[config.mk]
export PLATFORM = sky130hd
export DESIGN_NAME = ar_tag_map
export DESIGN_NICKNAME = d
export VERILOG_FILES = /design/src/rtl/ar_tag_map_pkg.sv /design/src/rtl/ar_free_slot_finder.sv /design/src/rtl/ar_tag_map.sv
export SDC_FILE = /design/constraint.sdc
export NUM_CORES = 1
export LEC_CHECK = 0
export ABC_CLOCK_PERIOD_IN_PS = 3990
export CAP_MARGIN = 20
export CORE_MARGIN = 2
export CORE_UTILIZATION = 45
export DETAILED_ROUTE_END_ITERATION = 6
export GPL_ROUTABILITY_DRIVEN = 0
export PLACE_DENSITY = 0.64
export RECOVER_POWER = 50
export SETUP_SLACK_MARGIN = 0.2
export SLEW_MARGIN = 20
export SYNTH_ARGS = -nofsm -noshare
export SYNTH_HDL_FRONTEND = slang
export SYNTH_SLANG_ARGS = --single-unit
[constraint.sdc]
create_clock -name clk -period 3.99 [get_ports clk]
set_input_delay 0.5985 -clock clk [delete_from_list [all_inputs] [get_ports clk]]
set_output_delay 0.5985 -clock clk [all_outputs]
set_load 0.005 [all_outputs]
[src/rtl/ar_tag_map_pkg.sv]
// ar_tag_map_pkg: shared defaults, count-width helper and slot entry type for the AR tag map.
package ar_tag_map_pkg;

    localparam int ID_WIDTH_DEF = 4;
    localparam int NUM_UIDS_DEF = 16;

    function automatic int cnt_width(input int n);
        return $clog2(n + 1);
    endfunction

    typedef struct packed {
        logic                    valid;
        logic [ID_WIDTH_DEF-1:0] orig_id;
    } slot_t;

endpackage

[src/rtl/ar_free_slot_finder.sv]
// ar_free_slot_finder: lowest-index free-slot priority encoder.
module ar_free_slot_finder #(
    parameter int N  = 16,
    parameter int IW = 4
) (
    input  logic [N-1:0]  used_i,
    output logic          found_o,
    output logic [IW-1:0] index_o
);

    always_comb begin
        found_o = 1'b0;
        index_o = '0;
        for (int i = N - 1; i >= 0; i--) begin
            if (!used_i[i]) begin
                found_o = 1'b1;
                index_o = IW'(i);
            end
        end
    end

endmodule

[src/rtl/ar_tag_map.sv]
// ar_tag_map: maps AR IDs onto unique slot IDs and translates them back for R responses.
module ar_tag_map
    import ar_tag_map_pkg::*;
#(
    parameter  int ID_WIDTH = ID_WIDTH_DEF,
    parameter  int NUM_UIDS = NUM_UIDS_DEF,
    localparam int CW       = cnt_width(NUM_UIDS)
) (
    input  logic                clk,
    input  logic                rst,
    input  logic                alloc_req,
    input  logic [ID_WIDTH-1:0] alloc_in_id,
    output logic                alloc_gnt,
    output logic [ID_WIDTH-1:0] unique_id,
    output logic                tag_map_full,
    input  logic                free_valid,
    input  logic [ID_WIDTH-1:0] free_uid,
    input  logic [ID_WIDTH-1:0] lookup_uid,
    output logic [ID_WIDTH-1:0] lookup_orig_id,
    output logic                lookup_hit,
    output logic [CW-1:0]       used_count,
    output logic                err_bad_free
);

    if (ID_WIDTH != ID_WIDTH_DEF || NUM_UIDS < 2 || NUM_UIDS > 2**ID_WIDTH) begin : g_param_check
        $error("ar_tag_map: unsupported ID_WIDTH/NUM_UIDS combination");
    end

    slot_t             slot_q [NUM_UIDS];
    slot_t             slot_d [NUM_UIDS];
    logic [CW-1:0]     cnt_q, cnt_d;
    logic              err_q, err_d;
    logic [NUM_UIDS-1:0] used_vec;
    logic              found;
    logic              free_ok;

    ar_free_slot_finder #(.N(NUM_UIDS), .IW(ID_WIDTH)) u_finder (
        .used_i (used_vec),
        .found_o(found),
        .index_o(unique_id)
    );

    assign tag_map_full = cnt_q == CW'(NUM_UIDS);
    assign alloc_gnt    = alloc_req & ~tag_map_full & found;
    assign used_count   = cnt_q;
    assign err_bad_free = err_q;

    // Out-of-range slot numbers simply never match, so they read as unallocated.
    always_comb begin
        used_vec       = '0;
        free_ok        = 1'b0;
        lookup_hit     = 1'b0;
        lookup_orig_id = '0;
        for (int i = 0; i < NUM_UIDS; i++) begin
            used_vec[i] = slot_q[i].valid;
            if (free_uid == ID_WIDTH'(i)) free_ok = free_valid & slot_q[i].valid;
            if (lookup_uid == ID_WIDTH'(i)) begin
                lookup_hit     = slot_q[i].valid;
                lookup_orig_id = slot_q[i].orig_id;
            end
        end
    end

    always_comb begin
        slot_d = slot_q;
        for (int i = 0; i < NUM_UIDS; i++) begin
            if (alloc_gnt && unique_id == ID_WIDTH'(i)) slot_d[i] = '{valid: 1'b1, orig_id: alloc_in_id};
            else if (free_ok && free_uid == ID_WIDTH'(i)) slot_d[i].valid = 1'b0;
        end
        cnt_d = (alloc_gnt && !free_ok) ? cnt_q + 1'b1 : (free_ok && !alloc_gnt) ? cnt_q - 1'b1 : cnt_q;
        err_d = err_q | (free_valid & ~free_ok);
    end

    always_ff @(posedge clk or posedge rst) begin
        if (rst) begin
            for (int i = 0; i < NUM_UIDS; i++) slot_q[i] <= '0;
            cnt_q <= '0;
            err_q <= 1'b0;
        end else begin
            slot_q <= slot_d;
            cnt_q  <= cnt_d;
            err_q  <= err_d;
        end
    end

endmodule

; Word-level counts from Yosys, hierarchy flattened
; Cells that the tools add are included.
[totals]
wordCells = 274
output_inout_bits = 17
in_bits = 16
reg_bits = 86
[classes]
bitwise = 22
n_reduce_logical = 56
n_eq_ne = 46
addsub = 2
mux = 114
[ops]
columns = operator, count
row1 = $mux W4, 32
row2 = $eq A4 B4 Y1 const B, 24
row3 = $mux W1, 80
row4 = $eq A4 B3 Y1 const B, 12
row5 = $logic_and A1 B1 Y1, 34
row6 = $reduce_bool A2 Y1, 17
row7 = $eq A4 B2 Y1 const B, 6
row8 = $and A1 B1 Y1, 19
row9 = $eq A4 B1 Y1 const B, 3
row10 = $logic_not A4 Y1, 3
row11 = $mux W5, 2
row12 = $add A5 B1 Y5 const B, 1
row13 = $eq A5 B5 Y1 const B, 1
row14 = $sub A5 B1 Y5 const B, 1
row15 = $logic_not A1 Y1, 2
row16 = $not A1 Y1, 2
row17 = $or A1 B1 Y1, 1

; Depth between registers and ports, before layout
; Gate-level depths: netlist (run 1).
[logic_depth]
word_depth = 21
depth_mapped = 14
depth_no_buf = 13

; Modules after synthesis
; From an unflattened synthesis (run 1), not the netlist that was laid out.
[unflattened]
hier_cells = 437
hier_area_um2 = 4798.4
[by_module_without_submodules]
columns = module, area_per_inst_um2, cells_each, n_inst
row1 = ar_tag_map, 4631.9, 403, 1
row2 = ar_free_slot_finder, 166.4, 34, 1

; Worst setup path before layout (run 1)
; Ideal clock, no wire load.
[synth_path]
path_type = input-to-reg
from = input port free_uid[0]
to = register cnt_q[4] (netlist: used_count[4])
arrival_ns = 3.391
path_buffers = 1
path_stages = 14
setup_ns = 0.123
required_ns = 3.867
setup_slack_ns = 0.476
cell_sequence = clkbuf_1 > mux4_2 > and3_1 > a31oi_1 > o221ai_1 > a31oi_1 > ha_1 > inv_1 > fa_1 > a21o_1 > a21oi_1 > xnor2_1 > nor2_1 > xnor2_1
[synth_via]
elab_chain_len = 20
word_cells_on_any_way = 37
[synth_rtl]
columns = item, line
row1 = "start, declared", ar_tag_map.sv:17  ; input logic [ID_WIDTH-1:0] free_uid,
row2 = $logic_not A4 Y1, ar_tag_map.sv:56  ; if (free_uid == ID_WIDTH'(i)) free_ok = free_valid & slot_q[i].valid;
row3 = $mux W1 (15 in series), ar_tag_map.sv:56
row4 = $mux W1 (*), ar_tag_map.sv:56
row5 = $logic_not A1 Y1, ar_tag_map.sv:70  ; cnt_d = (alloc_gnt && !free_ok) ? cnt_q + 1'b1 : (free_ok && !alloc_gnt) ? cnt_q - 1'b1 : cnt_q;
row6 = $logic_and A1 B1 Y1, ar_tag_map.sv:70
row7 = $mux W5 / $reduce_bool A2 Y1 (equally long branches), --
row8 = "end signal, assigned", ar_tag_map.sv:81  ; cnt_q <= cnt_d;
row9 = "end, declared", ar_tag_map.sv:31  ; logic [CW-1:0] cnt_q, cnt_d;
; Mark *: on every way between the ends. The rest lies on a longest branch, timed or not.
; A chain may end at the register's enable or synchronous reset.

; Final worst setup path (run 1)
[layout_path]
from = input port lookup_uid[0]
to = output port lookup_orig_id[3]
[layout_via]
elab_chain_len = 17
word_cells_on_any_way = 32
[layout_rtl]
columns = item, line
row1 = "start, declared", ar_tag_map.sv:18  ; input logic [ID_WIDTH-1:0] lookup_uid,
row2 = $logic_not A4 Y1, ar_tag_map.sv:57  ; if (lookup_uid == ID_WIDTH'(i)) begin
row3 = $mux W4 (15 in series), ar_tag_map.sv:57
row4 = $mux W4 (*), ar_tag_map.sv:57
row5 = "end, declared", ar_tag_map.sv:19  ; output logic [ID_WIDTH-1:0] lookup_orig_id,
; Marks and branches as above.

==> results.tsv, run 1 <==
metric	value	unit
max_clock_freq	269.7	MHz
fin_nets	515	
track_usage	22.83	%
leakagePower	2.473	nW
synth_area_per_cell	10.59	um^2
cp_max_fo	15	
dieArea	0.01153	mm^2
drcViolationCount	0	
ys_ff_latch	86	
synth_seq_area_share	44.75	%
finalHoldViolations	0	
finalCritPeriodShare	92.92	%
cts_buffer_depth	2	
synthCells	454	
dr.first_iter.drc_count	216	
ys.flop_type	dfrtp_1	
synth.distinct_cells	59	
ctsHoldBuffers	0	
place_hpwl	9.023	mm
final_max_slew_viol_count	42	
vias_per_cell	5.957	
path_clk_slew	90	ps
drv_cap	1	
critPathSlowestCell	clkdlybuf4s50_1	
setup_tns	0	ps
wire_per_inst	19.54	um
dp_slack	49.90	ps
root_buffer	clkbuf_8	
crit_arrival	3110	ps
stdcell_count	635	
setup_ws	282.6	ps
synth_nets	475	
die_x	107.4	um
drtPass1Iterations	5	
grt_pass1_wl	20.27	mm
htreeDepth	3	
fillers	942	
grt_overflow_total	0	
cts.repair.resized	0	
hold_path.class	reg -> reg	
via_count	3783	
post_cts_buffers	0	
violations	capacitance limit, slew limit	
ant_nets	0	
status	finished, violations left	
io_buffer_count	32	
utilization	54.13	%
ir_drop	0.0003629	V
antenna_found_initial	0	
routed_wl	12.41	mm
tightest_slew	1865	ps
cts_num_sinks	86	
critPathCaptureType	output pin	
area_growth	16.70	%
setup_viol	0	
clock_skew	10.61	ps
post-place-cells	619	
diodes	0	
cpPeakStageDelay	630	ps
worstSetupPathType	in -> out	
grt_pass1_vias	3843	
mostFrequentLayoutCell	dfrtp_1	
floorplan.initialDensity	46.38	%
synth_edf_count	0	
stdcell_area	0.005613	mm^2
dpl_cell_area	0.005390	mm^2
cts_made_buffers	9	
clk_latency	350	ps
grt_max_degree	42	
max_slew_margin	-24.30	%
ios	33	
cp-start-kind	primary input	
synthArstFlopShare	100.0	%
final_cell_mix	dfrtp_1 (86), mux2_2 (66), nand2_1 (43), o21ai_0 (34), clkdlybuf4s50_1 (24)	
netlist_area	0.004810	mm^2
die_y	107.4	um
p_per_area	561.1	mW/mm^2
core	0.01037	mm^2
ys_warn_count	0	
rsz0062_at_grt	no	
rows	37	
period_needed	3707	ps
crit_path_cell_trace	clkdlybuf4s50_1 > buf_4 > mux2_2 > a21oi_1 > nor3_1 > a21oi_1 > a22o_1 > o21ai_0 > clkdlybuf4s50_1	
crit_required	3390	ps
cts_tree	built	
drive_above_1_share	25.25	%
## cell usage after synthesis (all sizes together), types with 4 or more instances
cell type  number  area [um^2]
nor2b          11        68.82
nor3           14        95.09
o221ai          6        52.55
nor2           20        75.07
nand2          43        161.4
mux2           70        803.3
nand2b         10        62.56
a21boi          4        30.03
mux4            7        157.7
dfrtp          86         2152
o21ai          35        175.2
a21o            6        45.04
ha              4        50.05
inv            14        52.55
a31oi           9        56.30
nand3           7        35.03
clkbuf         21        80.07
buf             7        31.28
xnor2           4        35.03
a21oi          15        75.07
mux2i          10        100.1
## state kept, by name (all words and copies together), names as in the netlist
signal	flops
slot_q	80
used_count	5
err_bad_free	1
## routing by layer
metal	GRT usage (%)	part of all wire, %
met4	7.692	2.1
met2	35.99	47
met5	0	0
met3	4.056	5.1
met1	31.95	46
## final timing paths
check	start	depth (start not counted)	slack (ps)	endpoint
setup / recovery	lookup_uid[0]	9	280	lookup_orig_id[3]
hold / removal	err_bad_free	1	460	err_bad_free
setup reg to reg	slot_q[69]	13	710	used_count[4]
hold reg to reg	err_bad_free	1	460	err_bad_free
max in group asynchronous	rst	4	580	slot_q[8]
min in group asynchronous	rst	2	890	slot_q[65]
## area by class of cell
class | instances | area (um^2) | share of cell area (%)
Sequential cell | 86 | 2152 | 38.34
Timing Repair Buffer | 57 | 508.0 | 9.050
Tap cell | 136 | 170.2 | 3.032
Inverter | 15 | 57.56 | 1.025
Clock inverter | 4 | 77.57 | 1.382
Clock buffer | 12 | 155.1 | 2.764
Multi-Input combinational cell | 325 | 2492 | 44.40
## power by group
part	internal, mW	total (mW)	switching (mW)
Combinational	0.575	1.10	0.524
Sequential	1.12	1.34	0.221
Clock	0.391	0.711	0.320
Total	2.09	3.15	1.06
## critical path, delay by kind of cell
family | cells | cell delay [ps]
AO/OA/AOI/OAI | 4 | 690
multiplexers | 1 | 360
AND/OR/NAND/NOR | 1 | 60
buffers and inverters | 3 | 1400
## metrics by stage
step	hold slack, ps	total power, mW
final	458.4	3.150
after global routing	502.6	3.349
after CTS	469.2	3.176
after detailed placement	449.1	2.461
after global placement	447.4	2.419
after floorplan	451.0	2.053
## cells by family after synthesis
kind of cell	after synthesis	share of synthesized area, %
AND/OR/NAND/NOR	122	12.83
XOR/XNOR	5	0.9105
multiplexers	87	22.06
adder cells (fa/ha/maj)	5	1.457
AO/OA/AOI/OAI	106	14.52
flip-flops	86	44.74
buffers and inverters	43	3.486
Note: power is estimated with default switching activity, not from simulation.
==> run 2: changes to the inputs <==
- ABC_CLOCK_PERIOD_IN_PS: 3990 -> 3580
- clock period: 3.99 -> 3.58 ns (I/O delays scaled with it)
==> run 2 against run 1 <==
Net effect:
- the run still ends with capacitance limit, slew limit left
- final area rose by 2.4%
- combinational power is 18% higher
- register-to-register slack got worse by 320 ps
- clock skew shrank 3.2 ps
- core utilization rose by 1.3 points
- setup slack worse by 1.2 ps
- routed wire length rose by 1.2%
- flip-flop and latch count unchanged
- final cell count is 2.4% higher
- largest power group unchanged
- highest routed layer unchanged
==> results.tsv, run 2 (synthesis results as in run 1) <==
metric	value	unit
grt_pass1_vias	3883	
path_clk_slew	80	ps
core	0.01037	mm^2
final_cell_mix	dfrtp_1 (86), mux2_2 (66), nand2_1 (43), buf_4 (35), o21ai_0 (33)	
hold_path.class	reg -> reg	
dpl_cell_area	0.005528	mm^2
max_clock_freq	303.2	MHz
htreeDepth	3	
drv_cap	1	
period_needed	3299	ps
wire_per_inst	19.33	um
area_growth	19.51	%
cts_made_buffers	9	
leakagePower	2.546	nW
critPathSlowestCell	clkdlybuf4s50_1	
crit_path_cell_trace	clkdlybuf4s50_1 > buf_12 > nor2b_1 > buf_4 > inv_1 > o21ai_0 > a221o_1 > a22o_1 > o21ai_0 > clkdlybuf4s50_1	
largest_reg_flops	80	
diodes	0	
rsz0062_at_grt	no	
ant_nets	0	
cp-start-kind	primary input	
post-place-cells	634	
utilization	55.43	%
grt_max_degree	37	
die_x	107.4	um
stdcell_area	0.005748	mm^2
violations	capacitance limit, slew limit	
routed_wl	12.56	mm
io_buffer_count	32	
rows	37	
setup_viol	0	
tightest_slew	1642	ps
clock_skew	7.429	ps
dr.first_iter.drc_count	229	
die_y	107.4	um
top_register	slot_q	
track_usage	23.45	%
dieArea	0.01153	mm^2
floorplan.initialDensity	46.38	%
crit_arrival	2760	ps
critPathCaptureType	output pin	
cpPeakStageDelay	540	ps
status	finished, violations left	
drtPass1Iterations	5	
via_count	3860	
drcViolationCount	0	
stdcell_count	650	
root_buffer	clkbuf_8	
worstSetupPathType	in -> out	
vias_per_cell	5.938	
p_per_area	599.0	mW/mm^2
fin_nets	532	
finalCritPeriodShare	92.14	%
final_max_slew_viol_count	30	
ios	33	
mostFrequentLayoutCell	dfrtp_1	
max_slew_margin	-9.446	%
cts_buffer_depth	2	
ir_drop	0.0003652	V
drive_above_1_share	28.79	%
place_hpwl	9.089	mm
cts_num_sinks	86	
cts_tree	built	
grt_overflow_total	0	
crit_required	3040	ps
finalHoldViolations	0	
r2r_slack	390	ps
clk_latency	360	ps
grt_pass1_wl	20.68	mm
cp_max_fo	21	
antenna_found_initial	0	
[run 2: cell types whose count changed in the layout (fill, tap and decap cells not counted), moves of 2 or more]
cell             change
a31oi_1              -2
a31oi_2              +2
buf_12               +3
buf_4               +12
clkbuf_8             -2
clkdlybuf4s50_1      -2
clkinvlp_4           +2
[run 2: report_power, final]
group          leakage, nW  switching [mW]  internal, mW
Combinational         1.36           0.602         0.697
Sequential            1.10           0.245          1.25
Clock               0.0842           0.337         0.314
Total                 2.55            1.18          2.26
[run 2: metal layers]
metal  routed length (um)  GRT usage [%]  up-vias
met3                  654          4.116       22
met1                 5563          31.93     1939
met5                    0              0        -
li1                     -              -     1768
met4                  283          8.974        0
met2                 6061          37.48      131
[run 2: worst max-delay path: cells and delay by family]
family,cells,cell delay (ps)
buf+inv,5,1410
compound gates,4,680
simple gates,1,110
[run 2: final timing paths]
path | from | endpoint | cells after the start
worst max-delay path | lookup_uid[2] | lookup_orig_id[3] | 10
worst min-delay path | err_bad_free | err_bad_free | 1
worst max register to register | slot_q[69] | used_count[4] | 13
worst min register to register | err_bad_free | err_bad_free | 1
max in group asynchronous | rst | slot_q[14] | 3
min in group asynchronous | rst | slot_q[63] | 2
[run 2: final cells by class]
class / count / area [um^2]
clock buffer: 10 / 127.6
tap: 136 / 170.2
fill: 910 / 4622
multi-input combinational: 325 / 2524
clock inverter: 4 / 50.05
inverter: 15 / 57.56
timing repair buffer: 74 / 666.9
sequential: 86 / 2152
[run 2: stage by stage]
step | setup WS, ps | setup TNS (ps) | power, mW | hold WS, ps
after CTS | 202.5 | 0 | 3.457 | 462.0
after floorplan | 255.8 | 0 | 2.288 | 451.0
after detailed placement | -282.0 | -434.0 | 2.790 | 446.9
final | 281.4 | 0 | 3.443 | 451.2
after global routing | 195.8 | 0 | 3.666 | 488.9
after global placement | -198.1 | -240.8 | 2.730 | 443.1
[run 2: repair_timing]
item | CTS | global route
hold buffers | 0 | 0
pin swaps | 1 | 1
hold endpoints to repair | 0 | 0
endpoints found under the setup margin | 6 | 4
setup buffers | 1 | 1
resized for setup | 6 | 8
==> run 3: changes to the inputs <==
- SKIP_LAST_GASP: default -> 1
==> results of run 3 <==
The final DEF is identical to that of run 2; final timing and power are the same.
==> patch 1: new RTL, flow settings as in run 2 <==
Set the package constant `ID_WIDTH_DEF` to 5 (it was 4).
--- a/src/rtl/ar_tag_map_pkg.sv
+++ b/src/rtl/ar_tag_map_pkg.sv
@@ -2,5 +2,5 @@
 package ar_tag_map_pkg;
 
-    localparam int ID_WIDTH_DEF = 4;
+    localparam int ID_WIDTH_DEF = 5;
     localparam int NUM_UIDS_DEF = 16;
 
Ports: changed (5 resized); port bits go from 33 to 38. The function was not compared with the original's and may differ.
==> patch 1 against run 2 <==
The flow still finishes with violations (capacitance limit, slew limit). Total power increased by 38%. Wire length increased by 18%. Cell count increased by 9.2%. Synthesized area increased by 15%. Sequential cell count increased by 16. Setup slack got worse by 49 ps. Global-route usage increased by 0.30 points. Cell area increased by 14%. Via count increased by 13%. Hold slack got worse by 3.1 ps. Critical path depth decreased by 2. Critical path type unchanged. Largest cell class unchanged. Largest power group unchanged. Highest routed layer unchanged.
==> patch 1: results (changes against run 2) <==
| Metric | Value |
|---|---|
| Max reg flops | `96 (+20%)` |
| Leakage | `2.81 nW (+11%)` |
| Most frequent cells after synthesis | `sky130_fd_sc_hd__dfrtp_1, sky130_fd_sc_hd__mux2_2, sky130_fd_sc_hd__nand2_1` |
| Setup slack, reg-to-reg | `630 ps (+240 ps)` |
| Worst hold margin | `448 ps (-3.11 ps)` |
| Placed Area | `6200 um2 (+12%)` |
| Run status | `finished with violations` |
| Top-area cell type share of the netlist area | `46.0% (+1.3 points)` |
| Number of I/O port buffers | `36 (+13%)` |
| Final wirelength | `14800 um (+18%)` |
| Starting DRC count in detailed routing | `376 (+64%)` |
| Root buffer cell | `sky130_fd_sc_hd__clkbuf_16` |
| Post-layout net count | `582 (+9.4%)` |
| H-tree depth reported by CTS | `3 (unchanged)` |
| Maximum number of pins on one net before global-route repair | `63 (+70%)` |
| Netlist cell types | `63 (+6.8%)` |
| Register name with the most flops | `slot_q` |
| Depth of the worst hold-timing path | `1 (unchanged)` |
| Total global-route track usage | `23.7% (+0.30 points)` |
| Hold path startpoint | `err_bad_free` |
| CP max-delay cell | `sky130_fd_sc_hd__clkdlybuf4s50_1` |
| Slowest cell delay on critical path | `510 ps (-30 ps)` |
| First-pass GRT wire length | `23800 um (+15%)` |
| Count of pins over their slew limit | `62 (+110%)` |
| VDD IR max | `0.000342 V (-6.3%)` |
| Post-CTS setup buffer count | `0 (-1)` |
| Violations in the final reports | `capacitance limit, slew limit` |
| Worst Reg-to-Reg Cells | `11 (-2)` |
| Half-perimeter wire length after detailed placement | `10700 um (+18%)` |
| Inserted Clock Buffers | `9 (unchanged)` |
| Largest delay contributor family on the critical path | `buffers and inverters` |
| Clock Latency Late Sink | `350 ps` |
| Part of the Yosys area used for sequential elements | `46.0% (+1.3 points)` |
| Post-Route Skew | `8.20 ps (+0.766 ps)` |
| Launch point of the worst reg-to-reg path | `slot_q[77]` |
| Initial antenna violation count | `0 (unchanged)` |
| Transition time at the pin with the least slew margin | `2390 ps (+747 ps)` |
| Layout cell share with drive strength beyond 1 | `27.4% (-1.4 points)` |
| Biggest area contributors in the synthesized netlist | `sky130_fd_sc_hd__dfrtp_1, sky130_fd_sc_hd__mux2_2, sky130_fd_sc_hd__mux4_2, sky130_fd_sc_hd__nand2_1, sky130_fd_sc_hd__o21ai_0` |
| Max capacitance violation total | `1 (unchanged)` |
| Worst-path fanout max | `4 (-81%)` |
| Total number of vias | `4377 (+13%)` |
| Reg2Reg Capture Point | `used_count[4]` |
| Worst setup slack after placement | `-55.3 ps (+227 ps)` |
| Clock transition at the registers of the reported paths | `60 ps (-20 ps)` |
| Endpoint of the worst hold-timing path | `err_bad_free` |
| Worst path arrival time | `2810 ps (+50 ps)` |
| DR pass1 iterations | `7 (+2)` |
| Number of nets in the synthesized netlist | `537 (+13%)` |
patch 1: changes by cell type in the layout (fill, tap and decap cells not counted), sizes merged, moves of 7 or more:
cell	before	now
nand3	7	20
mux2	70	84
a22oi	2	9
nor2	20	27
dfrtp	86	102
o21ai	35	24
buf	39	27
o22ai	1	10
patch 1: cell families after synthesis:
logic type	count (synthesis)	share of synthesized area, %
XOR/XNOR	5	0.789
AO/OA/AOI/OAI	96	11.5
other	1	0.0676
AND/OR/NAND/NOR	158	15.4
buffers and inverters	48	3.36
adder cells (fa/ha/maj)	5	1.26
flip-flops	102	46.0
multiplexers	98	21.6
patch 1: what timing repair did:
action / in CTS / in global routing
hold buffers: 0 / 0
hold endpoints to repair: 0 / 0
endpoints found under the setup margin: 6 / 6
pin swaps: 1 / 2
gates resized for setup: 6 / 14
patch 1: cell type report:
type	count	area (um2)
fillers	1089	5450
well taps	147	184
flip-flops and latches	102	2550
repair buffers	65	594
clock buffers	11	243
inverters	17	63.8
clock inverters	5	63.8
multi-input cells	363	2860
patch 1: worst max path at each step:
stage,startpoint,end,slack [ps],cells after the start
2_1_floorplan,rst,err_bad_free,370,1
3_3_place_gp,free_uid[0],used_count[4],40,13
3_5_place_dp,free_uid[0],used_count[4],-60,13
4_1_cts,lookup_uid[2],lookup_hit,230,8
5_1_grt,lookup_uid[2],lookup_orig_id[4],170,8
6_report,lookup_uid[4],lookup_orig_id[1],230,8
patch 1: per-stage QoR:
step                util (%)  std cells  setup TNS (ps)
floorplan                  -        513               0
global placement        51.6        694               0
detailed placement      51.6        694           -55.3
CTS                     54.3        710               0
global route            54.7        710               0
finish                  54.7        710               0
patch 1: worst reg2reg max path, delay by kind of cell, from the launching register on:
kind,cells,cell delay [ps]
adders and majority gates,2,580
AOI/OAI and AO/OA,3,550
muxes,1,530
DFF,1,510
and+or+nand+nor,2,290
xor gates and xnor gates,2,270
buffers and inverters,1,90
patch 1: where the power goes:
part           leakage (nW)  switching [W]  internal (W)
clock network         0.147       0.000445      0.000568
registers              1.25       0.000371       0.00160
logic                  1.42       0.000827      0.000924
total                  2.81        0.00164       0.00309
patch 1: per-layer routing:
metal | share of wire (%) | up-vias | GRT usage, % | wire length (um)
met5 | 0 | - | 0 | 0
met1 | 45 | 2208 | 32.4 | 6730
li1 | - | 1977 | - | -
met4 | 2.6 | 0 | 10.2 | 385
met3 | 5.6 | 30 | 4.80 | 825
met2 | 46 | 162 | 37.1 | 6860
==> patch 2: new RTL, settings of run 2 <==
Made on the original files. Reset style: synchronous (`rst`), changed in one clocked block.
--- a/src/rtl/ar_tag_map.sv
+++ b/src/rtl/ar_tag_map.sv
@@ -72,5 +72,5 @@
     end
 
-    always_ff @(posedge clk or posedge rst) begin
+    always_ff @(posedge clk) begin
         if (rst) begin
             for (int i = 0; i < NUM_UIDS; i++) slot_q[i] <= '0;
Formal check against the unedited RTL: differs if rst is asserted again (counterexample within 4 cycles, from zero or initial values and one cycle with rst high); with rst held inactive, the same outputs for 4 cycles.
==> patch 2 against run 2 <==
Wire length down 4.3%. Maximum frequency increased by 2.2%. Sequential cell count did not move. Setup slack improved by 72 ps. Cell area down 7.6%. Synthesized area shrank 6.0%. Hold slack improved by 8.8 ps.
Power is not compared: it rests on default switching activity, and its combinational part moved more than twofold at a synthesized area within 25%.
==> patch 2: results (changes against run 2) <==
| Metric | Value |
|---|---|
| Layout cell share with drive strength beyond 1 | `14.9% (-14 points)` |
| Fill cell total of the finished layout | `918 (+0.88%)` |
| Via count of the first global-routing pass | `3744 (-3.6%)` |
| Worst-path fanout max | `4 (-81%)` |
| Depth of the worst hold-timing path | `2 (+1)` |
| Share of synthesized registers carrying an async set or reset | `0% (-100 points)` |
| Post-layout net count | `542 (+1.9%)` |
| Run status | `finished, final reports clean` |
| Hold path startpoint | `slot_q[42]` |
| Number of nets in the synthesized netlist | `507 (+6.7%)` |
| Biggest area contributors in the synthesized netlist | `sky130_fd_sc_hd__dfxtp_1, sky130_fd_sc_hd__mux2i_1, sky130_fd_sc_hd__mux4_2, sky130_fd_sc_hd__nand2_1, sky130_fd_sc_hd__a21oi_1` |
| Count of pins over their slew limit | `0 (-100%)` |
| H-tree depth reported by CTS | `3 (unchanged)` |
| Total global-route track usage | `22.8% (-0.68 points)` |
| Total number of vias | `3820 (-1.0%)` |
| Synthesized instance count | `486 (+7.0%)` |
| Post-route insts no fill | `658 (+1.2%)` |
| Slowest cell delay on critical path | `490 ps (-50 ps)` |
| Worst setup path start | `free_uid[1]` |
| Final wirelength | `12000 um (-4.3%)` |
| Part of the Yosys area used for sequential elements | `38.1% (-6.7 points)` |
| Post-Route Skew | `9.46 ps (+2.03 ps)` |
| Maximum number of pins on one net before global-route repair | `43 (+16%)` |
| Launch point of the worst reg-to-reg path | `slot_q[64]` |
| Starting DRC count in detailed routing | `161 (-30%)` |
| First-pass GRT wire length | `19600 um (-5.2%)` |
| Most frequent cells after synthesis | `sky130_fd_sc_hd__dfxtp_1, sky130_fd_sc_hd__mux2i_1, sky130_fd_sc_hd__nand2_1` |
| Netlist cell types | `63 (+6.8%)` |
| Half-perimeter wire length after detailed placement | `8270 um (-9.0%)` |
| Register name with the most flops | `slot_q` |
| Transition time at the pin with the least slew margin | `787 ps (-854 ps)` |
| CP max-delay cell | `sky130_fd_sc_hd__clkdlybuf4s50_1` |
[patch 2: area by class of cell]
type                            count  area [um2]  area share (%)
Inverter                           14        52.6           0.990
Sequential cell                    86        1720            32.4
Timing Repair Buffer               58         567            10.7
Tap cell                          133         166            3.13
Clock buffer                       11         141            2.66
Multi-Input combinational cell    352        2570            48.3
Clock inverter                      4        95.1            1.79
[patch 2: path summary, 6_finish.rpt]
path,end,slack [ps]
max,used_count[4],350
min,slot_q[42],460
max reg2reg,used_count[4],470
min reg2reg,slot_q[42],460
[patch 2: kinds of logic (layout without fill, tap and decap cells)]
family | Yosys count | count (layout) | synth area share [%]
AND/OR/NAND/NOR | 164 | 164 | 18.5
adder cells (fa/ha/maj) | 5 | 5 | 1.55
XOR/XNOR | 4 | 4 | 0.775
multiplexers | 84 | 84 | 23.1
AO/OA/AOI/OAI | 95 | 95 | 13.6
buffers and inverters | 48 | 87 | 4.43
flip-flops | 86 | 86 | 38.1
[patch 2: stage by stage]
stage               utilization (%)  setup slack, ps  hold WS [ps]  cell area (um2)  TNS [ps]
finish                         54.3              354           460             5310         0
detailed placement             51.8             -282           445             5060      -501
floorplan                         -              343           432             4520         0
global placement               51.8             -174           443             5060      -277
CTS                            54.6              170           462             5340         0
global route                   54.3              218           476             5310         0
[patch 2: timing repair]
action                     in CTS  in global routing
resized for setup               2                  7
setup endpoints to repair       3                  3
gates cloned                    1                  0
setup buffers                   0                  1
pin swaps                       0                  3
hold endpoints to repair        0                  0
[patch 2: critical path, delay by kind of cell]
family	cells	cell delay (ps)
buffers and inverters	2	570
xor gates and xnor gates	1	80
and+or+nand+nor	2	390
AOI/OAI and AO/OA	6	1040
adders and majority gates	2	580
muxes	1	330
[patch 2: power groups by stage]
stage | registers, W | logic, W | clock network, W
after CTS | 0.00105 | 0.000515 | 0.000832
after floorplan | 0.00106 | 0.000298 | 0
after global routing | 0.00106 | 0.000575 | 0.000863
after global placement | 0.00108 | 0.000496 | 0
final | 0.00105 | 0.000517 | 0.000821
after detailed placement | 0.00107 | 0.000506 | 0
[patch 2: routing by layer]
| layer | global-route usage (%) | wire (um) |
|---|---|---|
| met5 | 0 | 0 |
| met4 | 9.75 | 291 |
| met3 | 3.51 | 556 |
| met2 | 37.5 | 5750 |
| met1 | 29.7 | 5430 |
